--- config.mk ---
export PLATFORM = sky130hd
export DESIGN_NAME = execute_stage_flat
export DESIGN_NICKNAME = d
export VERILOG_FILES = /design/src/rtl/execute_stage_if.sv /design/src/rtl/execute_stage.sv /design/src/flat_wrapper.sv
export SDC_FILE = /design/constraint.sdc
export NUM_CORES = 1
export LEC_CHECK = 0
export ABC_AREA = 1
export BUFFER_PORTS_ARGS = -buffer_cell sky130_fd_sc_hd__buf_2
export CORE_MARGIN = 1
export CORE_UTILIZATION = 58
export CTS_CLUSTER_SIZE = 40
export DETAILED_ROUTE_END_ITERATION = 16
export GPL_TIMING_DRIVEN = 0
export HOLD_SLACK_MARGIN = 0.12
export MAX_ROUTING_LAYER = met4
export PLACE_DENSITY_LB_ADDON = 0.1
export SLEW_MARGIN = 15
export SYNTH_ARGS = -nofsm -noshare
export SYNTH_HDL_FRONTEND = slang
export SYNTH_SLANG_ARGS = --single-unit
--- constraint.sdc ---
create_clock -name clk_46 -period 21.6 [get_ports clk_46]
set_clock_uncertainty 0.05 [all_clocks]
set_input_delay 0 -clock clk_46 [delete_from_list [all_inputs] [get_ports clk_46]]
set_output_delay 0 -clock clk_46 [all_outputs]
set_load 0.02 [all_outputs]
--- src/rtl/execute_stage_if.sv ---
// Decode-to-EX inputs and EX/MEM register outputs of the execute stage.
// The slave side is the stage itself; the master side is whatever drives decode.
interface execute_stage_if #(
    parameter int DW = 32,
    parameter int RW = 6,
    parameter int IW = 16
);
    logic [5:0]    opcode_46;
    logic [RW-1:0] src_reg_46;
    logic [RW-1:0] dest_reg_46;
    logic [RW-1:0] targ_reg_46;
    logic [DW-1:0] src_val_46;
    logic [DW-1:0] targ_val_46;
    logic [IW-1:0] imm_46;
    logic [DW-1:0] pc_46;
    logic          flush_46;
    logic          stall_46;
    logic          br_taken_46;
    logic [DW-1:0] br_target_46;
    logic [5:0]    opcode_out_46;
    logic [RW-1:0] src_reg_out_46;
    logic [RW-1:0] dest_reg_out_46;
    logic [RW-1:0] targ_reg_out_46;
    logic [DW-1:0] alu_out_46;
    logic [DW-1:0] alu_src_46;

    modport master (
        output opcode_46, src_reg_46, dest_reg_46, targ_reg_46, src_val_46,
               targ_val_46, imm_46, pc_46, flush_46,
        input  stall_46, br_taken_46, br_target_46, opcode_out_46, src_reg_out_46,
               dest_reg_out_46, targ_reg_out_46, alu_out_46, alu_src_46
    );

    modport slave (
        input  opcode_46, src_reg_46, dest_reg_46, targ_reg_46, src_val_46,
               targ_val_46, imm_46, pc_46, flush_46,
        output stall_46, br_taken_46, br_target_46, opcode_out_46, src_reg_out_46,
               dest_reg_out_46, targ_reg_out_46, alu_out_46, alu_src_46
    );
endinterface

--- src/rtl/execute_stage.sv ---
// EX pipeline stage: single-cycle ALU/address/branch ops plus an iterative
// shift-add multiplier that stalls upstream for DW cycles.
//
// state | meaning
// IDLE  | accepting instructions; single-cycle ops retire next edge
// BUSY  | multiplying one bit per edge; stall high, bubbles emitted
module execute_stage #(
    parameter int DW = 32,
    parameter int RW = 6,
    parameter int IW = 16
) (
    input  logic           clk_46,
    input  logic           rst_46,
    execute_stage_if.slave bus
);
    localparam logic [5:0] OP_ADD  = 6'b110001;
    localparam logic [5:0] OP_ADDI = 6'b000100;
    localparam logic [5:0] OP_MUL  = 6'b100111;
    localparam logic [5:0] OP_LDW  = 6'b010111;
    localparam logic [5:0] OP_STW  = 6'b010101;
    localparam logic [5:0] OP_BLT  = 6'b010110;
    localparam logic [5:0] OP_BEQ  = 6'b100110;
    localparam logic [5:0] OP_BR   = 6'b000110;
    localparam logic [5:0] OP_NOPE = 6'b111111;
    localparam int         CW      = $clog2(DW);

    typedef enum logic {IDLE = 1'b0, BUSY = 1'b1} state_t;

    state_t        state, state_nxt;
    logic          start_mul, mul_done;
    logic [DW-1:0] mcand, mplier, product, prod_step, mul_targ;
    logic [CW-1:0] cnt;
    logic [RW-1:0] mul_src_reg, mul_dest_reg, mul_targ_reg;
    logic [DW-1:0] imm_ext, alu_calc, br_calc;
    logic          take;

    assign imm_ext   = {{(DW-IW){bus.imm_46[IW-1]}}, bus.imm_46};
    assign br_calc   = bus.pc_46 + imm_ext;
    assign prod_step = product + (mplier[0] ? mcand : '0);

    always_ff @(posedge clk_46 or posedge rst_46) begin
        if (rst_46) state <= IDLE;
        else        state <= state_nxt;
    end

    always_comb begin
        state_nxt    = state;
        start_mul    = 1'b0;
        mul_done     = 1'b0;
        bus.stall_46 = 1'b0;
        case (state)
            IDLE: begin
                if (!bus.flush_46 && bus.opcode_46 == OP_MUL) begin
                    start_mul = 1'b1;
                    state_nxt = BUSY;
                end
            end
            BUSY: begin
                bus.stall_46 = 1'b1;
                if (cnt == CW'(DW-1)) begin
                    mul_done  = 1'b1;
                    state_nxt = IDLE;
                end
            end
            default: state_nxt = IDLE;
        endcase
    end

    always_comb begin
        alu_calc = '0;
        take     = 1'b0;
        case (bus.opcode_46)
            OP_ADD:                 alu_calc = bus.src_val_46 + bus.targ_val_46;
            OP_ADDI, OP_LDW, OP_STW: alu_calc = bus.src_val_46 + imm_ext;
            OP_BR:                  take = 1'b1;
            OP_BEQ:                 take = (bus.src_val_46 == bus.targ_val_46);
            OP_BLT:                 take = ($signed(bus.src_val_46) < $signed(bus.targ_val_46));
            default:                ;
        endcase
    end

    always_ff @(posedge clk_46 or posedge rst_46) begin
        if (rst_46) begin
            mcand               <= '0;
            mplier              <= '0;
            product             <= '0;
            cnt                 <= '0;
            mul_targ            <= '0;
            mul_src_reg         <= '0;
            mul_dest_reg        <= '0;
            mul_targ_reg        <= '0;
            bus.opcode_out_46   <= OP_NOPE;
            bus.src_reg_out_46  <= '0;
            bus.dest_reg_out_46 <= '0;
            bus.targ_reg_out_46 <= '0;
            bus.alu_out_46      <= '0;
            bus.alu_src_46      <= '0;
            bus.br_taken_46     <= 1'b0;
            bus.br_target_46    <= '0;
        end else begin
            // Bubble by default; the branches below override it when something retires.
            bus.opcode_out_46   <= OP_NOPE;
            bus.src_reg_out_46  <= '0;
            bus.dest_reg_out_46 <= '0;
            bus.targ_reg_out_46 <= '0;
            bus.alu_out_46      <= '0;
            bus.alu_src_46      <= '0;
            bus.br_taken_46     <= 1'b0;
            if (state == BUSY) begin
                product <= prod_step;
                mcand   <= mcand << 1;
                mplier  <= mplier >> 1;
                cnt     <= cnt + CW'(1);
                if (mul_done) begin
                    bus.opcode_out_46   <= OP_MUL;
                    bus.src_reg_out_46  <= mul_src_reg;
                    bus.dest_reg_out_46 <= mul_dest_reg;
                    bus.targ_reg_out_46 <= mul_targ_reg;
                    bus.alu_out_46      <= prod_step;
                    bus.alu_src_46      <= mul_targ;
                end
            end else if (!bus.flush_46) begin
                if (start_mul) begin
                    mcand        <= bus.src_val_46;
                    mplier       <= bus.targ_val_46;
                    product      <= '0;
                    cnt          <= '0;
                    mul_targ     <= bus.targ_val_46;
                    mul_src_reg  <= bus.src_reg_46;
                    mul_dest_reg <= bus.dest_reg_46;
                    mul_targ_reg <= bus.targ_reg_46;
                end else begin
                    bus.opcode_out_46   <= bus.opcode_46;
                    bus.src_reg_out_46  <= bus.src_reg_46;
                    bus.dest_reg_out_46 <= bus.dest_reg_46;
                    bus.targ_reg_out_46 <= bus.targ_reg_46;
                    bus.alu_out_46      <= alu_calc;
                    bus.alu_src_46      <= bus.targ_val_46;
                    bus.br_taken_46     <= take;
                    if (take) bus.br_target_46 <= br_calc;
                end
            end
        end
    end
endmodule

--- src/flat_wrapper.sv ---
// flat-port wrapper written by rule: the top's interface ports become plain ports
module execute_stage_flat 
#(
    parameter int DW = 32,
    parameter int RW = 6,
    parameter int IW = 16
)
  (clk_46, rst_46, bus_opcode_46, bus_src_reg_46, bus_dest_reg_46, bus_targ_reg_46, bus_src_val_46, bus_targ_val_46, bus_imm_46, bus_pc_46, bus_flush_46, bus_stall_46, bus_br_taken_46, bus_br_target_46, bus_opcode_out_46, bus_src_reg_out_46, bus_dest_reg_out_46, bus_targ_reg_out_46, bus_alu_out_46, bus_alu_src_46);
  execute_stage_if #(.DW(DW), .RW(RW), .IW(IW)) bus_i ();
  input  logic clk_46;
  input  logic rst_46;
  input wire logic [$bits(bus_i.opcode_46)-1:0] bus_opcode_46;
  input wire logic [$bits(bus_i.src_reg_46)-1:0] bus_src_reg_46;
  input wire logic [$bits(bus_i.dest_reg_46)-1:0] bus_dest_reg_46;
  input wire logic [$bits(bus_i.targ_reg_46)-1:0] bus_targ_reg_46;
  input wire logic [$bits(bus_i.src_val_46)-1:0] bus_src_val_46;
  input wire logic [$bits(bus_i.targ_val_46)-1:0] bus_targ_val_46;
  input wire logic [$bits(bus_i.imm_46)-1:0] bus_imm_46;
  input wire logic [$bits(bus_i.pc_46)-1:0] bus_pc_46;
  input wire logic [$bits(bus_i.flush_46)-1:0] bus_flush_46;
  output wire logic [$bits(bus_i.stall_46)-1:0] bus_stall_46;
  output wire logic [$bits(bus_i.br_taken_46)-1:0] bus_br_taken_46;
  output wire logic [$bits(bus_i.br_target_46)-1:0] bus_br_target_46;
  output wire logic [$bits(bus_i.opcode_out_46)-1:0] bus_opcode_out_46;
  output wire logic [$bits(bus_i.src_reg_out_46)-1:0] bus_src_reg_out_46;
  output wire logic [$bits(bus_i.dest_reg_out_46)-1:0] bus_dest_reg_out_46;
  output wire logic [$bits(bus_i.targ_reg_out_46)-1:0] bus_targ_reg_out_46;
  output wire logic [$bits(bus_i.alu_out_46)-1:0] bus_alu_out_46;
  output wire logic [$bits(bus_i.alu_src_46)-1:0] bus_alu_src_46;
  assign bus_i.opcode_46 = bus_opcode_46;
  assign bus_i.src_reg_46 = bus_src_reg_46;
  assign bus_i.dest_reg_46 = bus_dest_reg_46;
  assign bus_i.targ_reg_46 = bus_targ_reg_46;
  assign bus_i.src_val_46 = bus_src_val_46;
  assign bus_i.targ_val_46 = bus_targ_val_46;
  assign bus_i.imm_46 = bus_imm_46;
  assign bus_i.pc_46 = bus_pc_46;
  assign bus_i.flush_46 = bus_flush_46;
  assign bus_stall_46 = bus_i.stall_46;
  assign bus_br_taken_46 = bus_i.br_taken_46;
  assign bus_br_target_46 = bus_i.br_target_46;
  assign bus_opcode_out_46 = bus_i.opcode_out_46;
  assign bus_src_reg_out_46 = bus_i.src_reg_out_46;
  assign bus_dest_reg_out_46 = bus_i.dest_reg_out_46;
  assign bus_targ_reg_out_46 = bus_i.targ_reg_out_46;
  assign bus_alu_out_46 = bus_i.alu_out_46;
  assign bus_alu_src_46 = bus_i.alu_src_46;
  execute_stage #(.DW(DW), .RW(RW), .IW(IW)) u_core (.clk_46(clk_46), .rst_46(rst_46), .bus(bus_i));
endmodule
# Word level (Yosys, flattened, before mapping)
# Cells that the tools add are included.
dict set report classes {
  n_addsub 5
  order_cmp 1
  eq_ne 11
  mux 49
  bitwise_logic 3
  reduce_logical 7
}
# cell n
set op_table {}
lappend op_table {{32-bit 2-to-1 mux} 18}
lappend op_table {{32-bit adder} 4}
lappend op_table {{6-bit 2-to-1 mux} 15}
lappend op_table {{32-bit one-hot mux with 2 select lines} 1}
lappend op_table {{32-bit == test} 1}
lappend op_table {{32-bit < comparator} 1}
lappend op_table {{5-bit 2-to-1 mux} 4}
lappend op_table {{6-bit by 5-bit == test with 1-bit output (second input constant)} 3}
lappend op_table {{6-bit == test (second input constant)} 3}
lappend op_table {{6-bit by 3-bit == test with 1-bit output (second input constant)} 2}
lappend op_table {{1-bit 2-to-1 mux} 9}
lappend op_table {{5-bit by 1-bit adder with 5-bit output (second input constant)} 1}
lappend op_table {{5-bit == test (second input constant)} 1}
lappend op_table {{4-bit AND reduction} 1}
lappend op_table {{1-bit inverter} 3}
lappend op_table {{1-bit one-hot mux with 3 select lines} 1}
lappend op_table {{3-bit AND reduction} 1}
lappend op_table {{3-bit OR reduction} 1}
lappend op_table {{2-bit by 1-bit inequality test with 1-bit output (second input constant)} 1}
lappend op_table {{1-bit one-hot mux with 2 select lines} 1}
lappend op_table {{2-bit AND reduction} 1}
lappend op_table {{2-bit nonzero test} 1}
lappend op_table {{1-bit logical AND} 1}
lappend op_table {{1-bit logical NOT} 1}
dict set report word_totals {
  reg_bits 273
  in_bits 139
  output_inout_bits 122
  wordCells 93
}

# Logic depth before layout (Yosys ltp)
# Gate-level depths: netlist of run 1.
dict set report logic_depth {
  depth_word 7
  ltp_mapped 22
  mapped_depth_nobuf 22
}

# Worst setup path after synthesis of run 1
# No wires, ideal clock.
dict set report synth_path {
  path_kind {input-to-reg}
  startpoint {in bus_opcode_46[4]}
  endpoint {reg u_core.bus.alu_out_46[22] in the netlist's numbering}
  arrival_time_ps 2637
  required_time_ps 21433
  path_slack_ps 18795
  path_stages 18
  n_path_buf 1
  path_cell_list {or2_1 o21ai_0 nand2_1 inv_1 clkbuf_1 o21ai_0 ha_1 fa_1 nand3_1 nand2_1 a21oi_1 o21ai_0 nand2_1 nand2_1 o21ai_0 nand2_1 nand3_1 nand2_1}
}
dict set report synth_between {
  elab_chain_cells 7
  word_cells_on_any_way 13
  cone_classes {eq/ne (5); mux (6); reduce/logical (2)}
}
# element line
set synth_rtl {}
lappend synth_rtl {{from (decl)} flat_wrapper.sv:12} ;# input wire logic [$bits(bus_i.opcode_46)-1:0] bus_opcode_46;
lappend synth_rtl {{branches (longest 4 deep; another with 32-bit one-hot mux with 2 select lines)} n/a}
lappend synth_rtl {{32-bit 2-to-1 mux *} execute_stage.sv:123} ;# if (start_mul) begin
lappend synth_rtl {{32-bit 2-to-1 mux *} execute_stage.sv:122} ;# end else if (!bus.flush_46) begin
lappend synth_rtl {{32-bit 2-to-1 mux *} execute_stage.sv:109} ;# if (state == BUSY) begin
lappend synth_rtl {{to (signal assigned)} execute_stage.sv:119} ;# bus.alu_out_46 <= prod_step;
lappend synth_rtl {{to (signal assigned)} execute_stage.sv:137} ;# bus.alu_out_46 <= alu_calc;
lappend synth_rtl {{to (decl)} execute_stage_if.sv:38} ;# dest_reg_out_46, targ_reg_out_46, alu_out_46, alu_src_46
# Mark *: on every way between the ends.
# A chain may end at the register's enable or synchronous reset.

# Final worst setup path of run 1
dict set report layout_path {
  startpoint {in bus_opcode_46[4]}
  endpoint {reg u_core.bus.alu_out_46[31] in the netlist's numbering}
}
# The elaborated chain is that of the path after synthesis.

==> metrics.md, run 1 <==
| Metric | Value |
|---|---|
| Yosys cell types | `56` |
| Initial antenna violation count | `3` |
| Clock Tree Root | `clkbuf_16` |
| Vias per Instance | `roughly 6` |
| Ys flop type | `dfrtp_1` |
| Max VDD drop | `roughly 70 µV` |
| Period utilisation layout | `between 10% and 20%` |
| Hold crit path type | `input port to register` |
| Reg-to-Reg Start | `u_core.mplier[0]` |
| Worst-path clk slew | `0.06 ns` |
| Internal cell power | `1.09 mW` |
| Die H | `176 µm` |
| Synth async-reset ratio | `100%` |
| Avg Cell Area, Syn | `roughly 7.4 µm²` |
| DR DRC count | `0` |
| Setup TNS | `0 ns` |
| Die width | `about 180 µm` |
| Sequential fraction of the synthesis area | `approximately two fifths` |
| Half-perimeter wire length after placement | `around 46,000 µm` |
| CP Launch Type | `input port` |
| WL met2 | `30,200 µm` |
| Status | `complete, no violations` |
| YS warnings | `0` |
| Synth Net Count | `roughly 2,600` |
| Worst Setup End Kind | `register` |
| Reg2Reg Depth | `14` |
| Die ar. | `about 0.031 mm²` |
| H-tree depth | `1` |
| Iter 0 DRT Violations | `between 2,000 and 2,500` |
| Highest metal used | `met4` |
| Worst Path Max Fanout | `10` |
| Largest net degree at the start of global routing | `between 100 and 150` |
| RSZ-0062 raised after global routing | `no` |
| CP Data Arrival Time | `4.41 ns` |
| Max incr delay on CP | `between 0.5 and 0.6 ns` |
| Relative slew margins | `39.1%` |
| CTS tree | `yes` |
| Layout cells sized above 1 | `between 10% and 20%` |
| Cell mode on critical path | `nand2_1` |
| GRT Residual Overflow | `0` |
| Net count, final | `between 3,000 and 4,000` |
| Post-Place Worst Slack | `17.79 ns` |
| Total CTS buffers | `30` |
| RR Endpoint | `u_core.bus.alu_out_46[29]` |
| CP Cell Sequence | `dlygate4sd3_1 > buf_2 > or2_1 > o21ai_0 > nand2_1 > inv_1 > clkbuf_1 > o21ai_0 > ha_1 > nand3_1 > nand2_1 > a21oi_1 > o21ai_0 > nand3_1 > nand2_1 > nand3_1 > nand2_1 > nand2_1 > nand3_1 > nand2_1` |
| DRT met1 WL | `~24,000 µm` |
| Peak Freq | `~250 MHz` |
| Core Rows | `63` |
| Via Count | `about 19,000` |
| PwrDens | `79.4 mW/mm²` |
| CTS Sinks | `273` |
| Critical path's slowest cell | `dlygate4sd3_1` |
| Core region area | `~0.03 mm²` |
| Post-Syn Instances | `roughly 2,400` |
| GR Util All Layers | `a little over two fifths` |
| Pre-antenna DRT Iters | `8` |
| Input/output buffers | `260` |
| Max FFs per register | `38` |
| Vias in the first global route | `18,705` |
| Net Sw Frac | `between 30% and 40%` |
| Area Overhead vs Synth | `24.6%` |
| Minimum clock period | `~4.0 ns` |
| Synthesized cell area | `0.0175 mm²` |
| Final Max Tran Viols | `0` |
| Finish-stage setup viols | `0` |
| Register share of total power | `between 30% and 40%` |
| Crit. Startpoint | `bus_opcode_46[4]` |
| Max cap viols | `0` |
| Slew @ Worst Pin | `0.913 ns` |
| Final hold vios | `0` |
| Post-CTS Setup Bufs | `0` |
| Most frequent cells in the layout | `nand2_1, inv_1, buf_2` |
| Post-Route WL | `between 60,000 and 70,000 µm` |
| WS Path Type | `input port to register` |
| Pleak | `11.6 nW` |
| Met3 Wirelength | `~4900 µm` |
| Commonest non-fill, non-tap cell in the layout | `nand2_1` |
| Worst setup path endpoint | `u_core.bus.alu_out_46[31]` |
| Top Ports | `261` |
| Maximum clock path buffer count | `3` |
| R2R setup slack | `roughly 18 ns` |
| Number of synthesized flops with an enable pin | `0` |
| Synth Register Bits | `approximately 270` |
| Global-route wire length before repair | `98,700 µm` |
| Final worst setup slack | `about 18 ns` |
| Critical Path RT | `approximately 22 ns` |
| Comb pwr share | `a little under a third` |
| Final Wtd Congestion | `around 1.0` |
| Initial core utilization | `about three fifths` |
| Net switching power | `around 0.64 mW` |
| Clock power frac | `a little under a third` |
| WL per Instance | `roughly 20 µm` |
| Clk Latency, worst-skew pair | `around 0.58 ns` |
| Antenna Nets Post-Route | `0` |
-- cell families (layout without fill, tap and decap cells) --
| family | after synthesis | in the layout | synth area share, % |
|---|---|---|---|
| buf+inv | 356 | 816 | 7.94 |
| flops | 273 | 273 | 39.0 |
| fa+ha+maj | 137 | 137 | 9.91 |
| simple gates | 1056 | 1056 | 24.9 |
| compound gates | 501 | 501 | 16.1 |
| other cells | 0 | 3 | 0 |
| xor+xnor | 42 | 42 | 2.10 |
-- cells in the mapped netlist, drive strengths merged, types with 14 or more instances --
cell type    n  area [µm²]
xnor2       20         175
or2         14        87.6
buf         19         123
nor3        19         106
nand3      133         671
xor2        22         193
inv        289        1080
a21oi      140         701
dfrtp      267        6680
o21ai      254        1320
a22oi       30         225
clkbuf      47         180
nand2      725        2750
ha         134        1680
nand4       20         125
nor2       124         475
-- worst max-delay path: cells and delay by family --
family | cells | cell delay (ns)
compound gates | 4 | 1.00
buf+inv | 4 | 1.45
fa+ha+maj | 1 | 0.39
simple gates | 11 | 1.56
-- area by class of cell --
type	instances	area, µm²
inverter	290	1100
multi-input combinational	1736	9290
antenna	3	7.51
tap	390	488
sequential	273	6840
clock buffer	42	856
buffer	66	303
clock inverter	10	126
timing repair buffer	408	2820
fill	2275	7820
-- layer usage --
layer | GRT usage, % | vias to the layer above
met5 | - | -
met4 | 24.6 | 0
met3 | 6.17 | 282
met2 | 71.0 | 1078
met1 | 49.5 | 8781
li1 | - | 8656
-- power groups by stage --
stage                     Sequential (mW)  Clock, mW  Combinational [mW]
final                               0.659      0.522               0.551
after global routing                0.665      0.541               0.611
after CTS                           0.655      0.519               0.536
after detailed placement            0.662          0               0.507
after global placement              0.658          0               0.493
after floorplan                     0.666          0               0.343
-- metrics by stage --
stage                     cells  power [mW]  cell area (µm²)  hold WS [ns]  util [%]
after floorplan            2365        1.01            17500        0.0494         -
after global placement     3015        1.15            19300         0.181      65.1
after detailed placement   3017        1.17            19400       -0.0309      65.4
after CTS                  3215        1.71            21800         0.137      73.6
after global routing       3218        1.82            21800         0.185      73.6
final                      3218        1.73            21800         0.170      73.6
-- worst min path at each step --
stage	end	slack, ns	depth (start not counted)	from
2_1_floorplan	u_core.bus.opcode_out_46[0]	0.05	2	bus_opcode_46[0]
3_3_place_gp	u_core.bus.opcode_out_46[2]	0.18	3	bus_opcode_46[2]
3_5_place_dp	u_core.mul_targ[27]	-0.03	2	rst_46
4_1_cts	u_core.bus.br_target_46[11]	0.14	5	bus_imm_46[11]
5_1_grt	u_core.mplier[6]	0.19	4	bus_targ_val_46[6]
6_report	u_core.bus.br_target_46[9]	0.17	6	bus_imm_46[8]
-- timing repair --
item                      4_1_cts  5_1_grt
gates resized for setup         0        0
hold endpoints to repair      492        0
hold buffers                  146        0
Note: power is estimated with default switching activity, not from simulation.
==> run 2: changes to the inputs <==
- CORE_UTILIZATION: 58 -> 53
- clock period: 21.6 -> 3.55 ns (I/O delays scaled with it)
==> metrics.md, run 2 (synthesis results as in run 1) <==
| Metric | Value |
|---|---|
| Iter 0 DRT Violations | `1,348 (-33%)` |
| Via Count | `18,334 (-2.5%)` |
| Initial antenna violation count | `5 (+2)` |
| Relative slew margins | `43.6% (+4.4 points)` |
| DR DRC count | `0 (unchanged)` |
| Area Overhead vs Synth | `27.6%` |
| WL per Instance | `18.7 µm (-5.4%)` |
| Worst Path Max Fanout | `5 (-5)` |
| Antenna Nets Post-Route | `0 (unchanged)` |
| GRT busiest layer | `met2` |
| Max VDD drop | `433 µV (+530%)` |
| Peak Freq | `289 MHz` |
| Met1 Use GR | `47.0% (-2.5 points)` |
| Met2 GRT Util | `63.2% (-7.8 points)` |
| Largest net degree at the start of global routing | `38 (-68%)` |
| Input/output buffers | `260 (unchanged)` |
| Maximum clock path buffer count | `3 (unchanged)` |
| CTS tree | `yes` |
| CP Data Arrival Time | `3.90 ns (-0.51 ns)` |
| Minimum clock period | `3.47 ns` |
| GRT Residual Overflow | `0 (unchanged)` |
| Hold crit path type | `input port to register` |
| CP Cell Sequence | `dlygate4sd3_1 > buf_2 > ha_1 > nand2_2 > o21ai_1 > a21oi_1 > nand2_2 > nand3_1 > nand3_1 > dlygate4sd3_1 > nand2_1 > dlygate4sd3_1 > nand3_1 > dlygate4sd3_1 > nand2_1 > inv_1` |
| Max cap viols | `0 (unchanged)` |
| Critical path's slowest cell | `dlygate4sd3_1` |
| Most frequent cells in the layout | `nand2_1, inv_1, buf_2` |
| Period utilisation layout | `97.6%` |
| Finish-stage setup viols | `0 (unchanged)` |
| Core region area | `0.0325 mm² (+9.8%)` |
| Half-perimeter wire length after placement | `46,900 µm (+1.4%)` |
| WHS Endpoint | `u_core.mplier[6]` |
| Die width | `184 µm (+4.6%)` |
| Final hold vios | `0 (unchanged)` |
| Register share of total power | `36.7% (-1.3 points)` |
| Slew @ Worst Pin | `0.847 ns (-0.0665 ns)` |
| Worst path buffer plus inverter count | `6 (+2)` |
| R2R setup slack | `0.23 ns (-17.91 ns)` |
| Clock Tree Root | `clkbuf_16` |
| Post-layout util | `68.7% (-4.9 points)` |
| Vias in the first global route | `18,096 (-3.3%)` |
| Final Max Tran Viols | `0 (unchanged)` |
| Layout cells sized above 1 | `14.6% (+1.4 points)` |
| Reg2Reg Depth | `14 (unchanged)` |
| WS Path Type | `input port to register` |
| Status | `complete, no violations` |
| Worst Setup End Kind | `register` |
| PwrDens | `485 mW/mm² (+510%)` |
| Global-route wire length before repair | `95,700 µm (-3.0%)` |
| RR Endpoint | `u_core.bus.alu_out_46[15]` |
| Clk Latency, worst-skew pair | `0.60 ns (+0.02 ns)` |
| Hold depth | `4 (-2)` |
| M3 GR Usage | `4.24% (-1.9 points)` |
| Hold_sp | `bus_targ_val_46[6]` |
| Final Wtd Congestion | `1.06 (+4.0%)` |
| Top Ports | `261 (unchanged)` |
| Initial core utilization | `53.8% (-5.3 points)` |
| Vias per Instance | `5.56 (-4.9%)` |
| Worst-path clk slew | `0.07 ns (about the same)` |
| Total power | `10.8 mW (+530%)` |
| Reg-to-Reg Start | `u_core.mplier[0]` |
| CP Launch Type | `input port` |
| Gate family responsible for the most delay along the worst path | `buffers and inverters` |
| Pleak | `11.8 nW (+1.5%)` |
| Layout Cells excl Fill | `3,300 (+2.5%)` |
| Internal cell power | `6.93 mW (+530%)` |
| Commonest non-fill, non-tap cell in the layout | `nand2_1` |
| Core Rows | `66 (+4.8%)` |
| Critical Path RT | `3.98 ns (-18.01 ns)` |
| Max incr delay on CP | `0.59 ns (+0.07 ns)` |
| H-tree depth | `1 (unchanged)` |
| Net Sw Frac | `36.1% (-0.77 points)` |
| Clock power frac | `32.2% (+2.1 points)` |
| Pre-antenna DRT Iters | `6 (-2)` |
| Comb pwr share | `31.1% (-0.7 points)` |
| Max FFs per register | `38 (unchanged)` |
| Die H | `184 µm (+4.6%)` |
| Die ar. | `0.0338 mm² (+9.3%)` |
| Net switching power | `3.92 mW (+510%)` |
| Post-Route WL | `61,800 µm (-2.9%)` |
| Cell mode on critical path | `dlygate4sd3_1` |
| GR Util All Layers | `38.0% (-4.8 points)` |
| CTS Sinks | `273 (unchanged)` |
| Total CTS buffers | `31 (+3.3%)` |
| Placed cells | `3,075 (+1.9%)` |
| Net count, final | `3,105 (+0.78%)` |
run 2: cell types whose count changed in the layout (fill, tap and decap cells not counted), sizes merged, moves of 3 or more:
cell,change
bufinv,+3
clkbuf,-4
dlygate4sd3,+12
clkinvlp,+3
buf,+11
inv,+3
run 2: worst register-to-register path: stages, from the launching register on:
cell      delay [ns]
dfrtp_1         0.32
clkbuf_1        0.38
clkbuf_2        0.30
nand2_1         0.08
inv_1           0.06
ha_1            0.26
a21oi_1         0.14
nand2_1         0.14
a21boi_1        0.32
o21ai_1         0.22
nand2_1         0.11
nand2_1         0.14
or2_2           0.32
nand3_1         0.10
o21ai_0         0.20
run 2: worst max path at each step:
stage,from,end,depth (start not counted)
2_1_floorplan,rst_46,u_core.bus.alu_out_46[0],1
3_5_place_dp,bus_opcode_46[4],u_core.bus.alu_out_46[22],19
4_1_cts,bus_pc_46[22],u_core.bus.br_target_46[31],15
6_report,bus_pc_46[9],u_core.bus.br_target_46[31],16
5_1_grt,bus_pc_46[6],u_core.bus.br_target_46[31],18
3_3_place_gp,rst_46,u_core.bus.br_target_46[29],2
run 2: through the flow:
stage	area (µm²)	setup slack (ns)	TNS, ns	hold WS [ns]
after floorplan	17500	-0.105	-27.90	0.0494
after global placement	19400	-1.66	-437.94	0.188
after detailed placement	19500	-0.263	-1.66	0.00408
after CTS	22200	0.0104	0	0.122
after global routing	22400	-0.00117	-0.00117	0.169
final	22400	0.0840	0	0.145
run 2: power groups by stage:
stage               clock, mW  sequential, mW  combinational (mW)
floorplan                   0            4.05                2.09
global placement            0            4.01                3.02
detailed placement          0            4.02                3.09
CTS                      3.53            3.97                3.28
global route             3.64            4.04                3.76
finish                   3.49            3.98                3.37
run 2: final cells by class:
cell class / instances / area [µm²]
flip-flops and latches: 273 / 6840
multi-input cells: 1736 / 9370
repair buffers: 431 / 3080
clock inverters: 19 / 265
diodes: 5 / 12.5
well taps: 442 / 553
clock buffers: 38 / 842
plain buffers: 66 / 308
inverters: 290 / 1090
fillers: 2852 / 10200
run 2: timing repair:
item                                    CTS  global route
setup buffers                             0             5
endpoints found under the hold margin   397             0
endpoints found under the setup margin    0            25
gates resized for setup                   0            37
hold buffers                            158             0
run 2: per-layer routing:
metal	share of wire, %	wire length (µm)
met2	48	29500
met3	6.7	4140
met1	41	25500
met4	4.4	2690
met5	0	0
==> run 3: changes to the inputs <==
- RECOVER_POWER: not set -> 100
- SLEW_MARGIN: 15 -> 40
==> metrics.md, run 3 (synthesis results as in run 1) <==
| Metric | Value |
|---|---|
| Status | `complete, no violations` |
| RSZ-0062 raised after global routing | `yes` |
| CP Cell Sequence | `dlygate4sd3_1 > buf_2 > o21ai_0 > nand2_2 > nor2_1 > inv_1 > clkbuf_1 > o21ai_0 > inv_1 > ha_1 > a21oi_1 > inv_1 > a31oi_1 > o21ai_0 > a21oi_1 > nand2_1 > o21ai_0 > nand2_1` |
| Maximum clock path buffer count | `3 (unchanged)` |
| Worst path buffer plus inverter count | `6 (unchanged)` |
| Vias in the first global route | `18,287 (+1.1%)` |
| CP Launch Type | `input port` |
| WS Path Type | `input port to register` |
| Highest metal used | `met4` |
| Final hold vios | `0 (unchanged)` |
| CTS Sinks | `273 (unchanged)` |
| Period utilisation layout | `99.2% (+1.6 points)` |
| CTS tree | `yes` |
| Reg2Reg Depth | `14 (unchanged)` |
| Max incr delay on CP | `0.54 ns (-0.05 ns)` |
| RR Endpoint | `u_core.bus.alu_out_46[16]` |
| R2R setup slack | `0.22 ns (about the same)` |
| Reg-to-Reg Start | `u_core.mplier[0]` |
| Total CTS buffers | `31 (unchanged)` |
| Vias per Instance | `5.57 (+0.28%)` |
| Minimum clock period | `3.52 ns (+0.0573 ns)` |
| Clock Tree Root | `clkbuf_16` |
| Via Count | `18,357 (+0.13%)` |
| Worst Path Max Fanout | `10 (+5)` |
| Cell mode on critical path | `o21ai_0` |
| Global-route wire length before repair | `96,000 µm (+0.36%)` |
| Final worst setup slack | `0.0267 ns (-0.0573 ns)` |
| WL met2 | `29,800 µm (+1.1%)` |
| Net count, final | `3,103 (-0.064%)` |
| Final hold slack | `0.161 ns (+0.0165 ns)` |
| Max cap viols | `0 (unchanged)` |
| GRT Residual Overflow | `0 (unchanged)` |
| Worst Setup End Kind | `register` |
| Half-perimeter wire length after placement | `47,400 µm (+1.1%)` |
| Final Max Tran Viols | `0 (unchanged)` |
| Initial antenna violation count | `2 (-3)` |
| Peak Freq | `284 MHz (-1.6%)` |
| Input/output buffers | `260 (unchanged)` |
| Area Overhead vs Synth | `25.8%` |
| Max FFs per register | `38 (unchanged)` |
| Most frequent cells in the layout | `nand2_1, inv_1, dfrtp_1` |
| Finish-stage setup viols | `0 (unchanged)` |
| Antenna Nets Post-Route | `0 (unchanged)` |
| Max VDD drop | `436 µV (+0.84%)` |
| Core region area | `0.0325 mm² (unchanged)` |
| Clk Latency, worst-skew pair | `0.59 ns (about the same)` |
| Die H | `184 µm (unchanged)` |
| Post-Place Worst Slack | `-0.285 ns (-0.0215 ns)` |
| CP Data Arrival Time | `3.93 ns (+0.03 ns)` |
| DRT met1 WL | `25,600 µm (+0.34%)` |
| Initial core utilization | `53.8% (unchanged)` |
| Relative slew margins | `13.2% (-30 points)` |
| Largest net degree at the start of global routing | `28 (-26%)` |
| Final instance area | `0.0220 mm² (-1.4%)` |
| Hold crit path type | `input port to register` |
| Iter 0 DRT Violations | `1,500 (+11%)` |
| GR Util All Layers | `38.1% (+0.16 points)` |
| Final Wtd Congestion | `1.06 (unchanged)` |
| DR DRC count | `0 (unchanged)` |
| Top Ports | `261 (unchanged)` |
| Hold_sp | `bus_targ_val_46[26]` |
| H-tree depth | `1 (unchanged)` |
| WHS Endpoint | `u_core.mplier[26]` |
| Die ar. | `0.0338 mm² (unchanged)` |
| Met3 Wirelength | `3990 µm (-3.6%)` |
| Commonest non-fill, non-tap cell in the layout | `nand2_1` |
| Critical path's slowest cell | `dlygate4sd3_1` |
| Layout cells sized above 1 | `9.37% (-5.3 points)` |
| WL per Instance | `18.9 µm (+0.98%)` |
| Post-Route WL | `62,300 µm (+0.83%)` |
| Pleak | `11.3 nW (-4.4%)` |
| PwrDens | `493 mW/mm² (+1.7%)` |
| Pre-antenna DRT Iters | `5 (-1)` |
| Worst-path clk slew | `0.06 ns (about the same)` |
| Placed Area | `0.0196 mm² (+0.50%)` |
| Core Rows | `66 (unchanged)` |
| Hold depth | `4 (unchanged)` |
| Gate family responsible for the most delay along the worst path | `compound AO/OA/AOI/OAI gates` |
| Die width | `184 µm (unchanged)` |
| Critical Path RT | `3.95 ns (-0.03 ns)` |
| Slew @ Worst Pin | `1.30 ns (+0.455 ns)` |
[run 3: power by group]
part           switching [mW]  leakage [nW]  internal [mW]  total [mW]
combinational            2.15          7.20           1.17        3.31
sequential              0.347          3.54           3.64        3.99
clock                    1.41         0.551           2.16        3.57
total                    3.90          11.3           6.97        10.9
[run 3: worst max path at each step]
stage | end | startpoint | cells after the start | slack [ns]
4_1_cts | u_core.bus.alu_out_46[22] | bus_opcode_46[1] | 19 | 0.003
2_1_floorplan | u_core.bus.alu_out_46[0] | rst_46 | 1 | -0.10
6_report | u_core.bus.alu_out_46[29] | bus_opcode_46[1] | 18 | 0.03
5_1_grt | u_core.bus.alu_out_46[27] | bus_opcode_46[1] | 19 | -0.14
3_5_place_dp | u_core.bus.alu_out_46[22] | bus_opcode_46[4] | 19 | -0.28
3_3_place_gp | u_core.bus.br_target_46[29] | rst_46 | 2 | -1.66
[run 3: layer usage]
layer | vias to the layer above | GRT usage, %
li1 | 8714 | -
met1 | 8709 | 46.4
met2 | 781 | 64.2
met3 | 153 | 3.94
met4 | 0 | 17.1
met5 | - | -
[run 3: timing repair]
item,CTS,global route
hold buffers,154,0
setup buffers,0,3
setup endpoints to repair,0,23
endpoints found under the hold margin,479,0
gates resized for setup,0,36
[run 3: area by class of cell]
type / count / area (µm²)
diodes: 2 / 5.00
repair buffers: 429 / 2810
plain buffers: 66 / 282
well taps: 442 / 553
flip-flops and latches: 273 / 6840
clock inverters: 18 / 280
inverters: 290 / 1090
fillers: 2922 / 10500
multi-input cells: 1736 / 9330
clock buffers: 39 / 856
[run 3: worst min-delay path: cells and delay by family]
family | cells | cell delay, ns
buffers and inverters | 2 | 0.64
AO/OA/AOI/OAI | 1 | 0.06
AND/OR/NAND/NOR | 1 | 0.06
[run 3: through the flow]
stage	utilization [%]	power (mW)	TNS, ns	cells
after floorplan	-	6.14	-27.90	2365
after global placement	59.6	7.02	-437.94	3067
after detailed placement	60.3	7.13	-1.84	3079
after CTS	68.6	10.9	0	3290
after global routing	67.7	11.4	-1.73	3295
final	67.7	10.9	0	3295
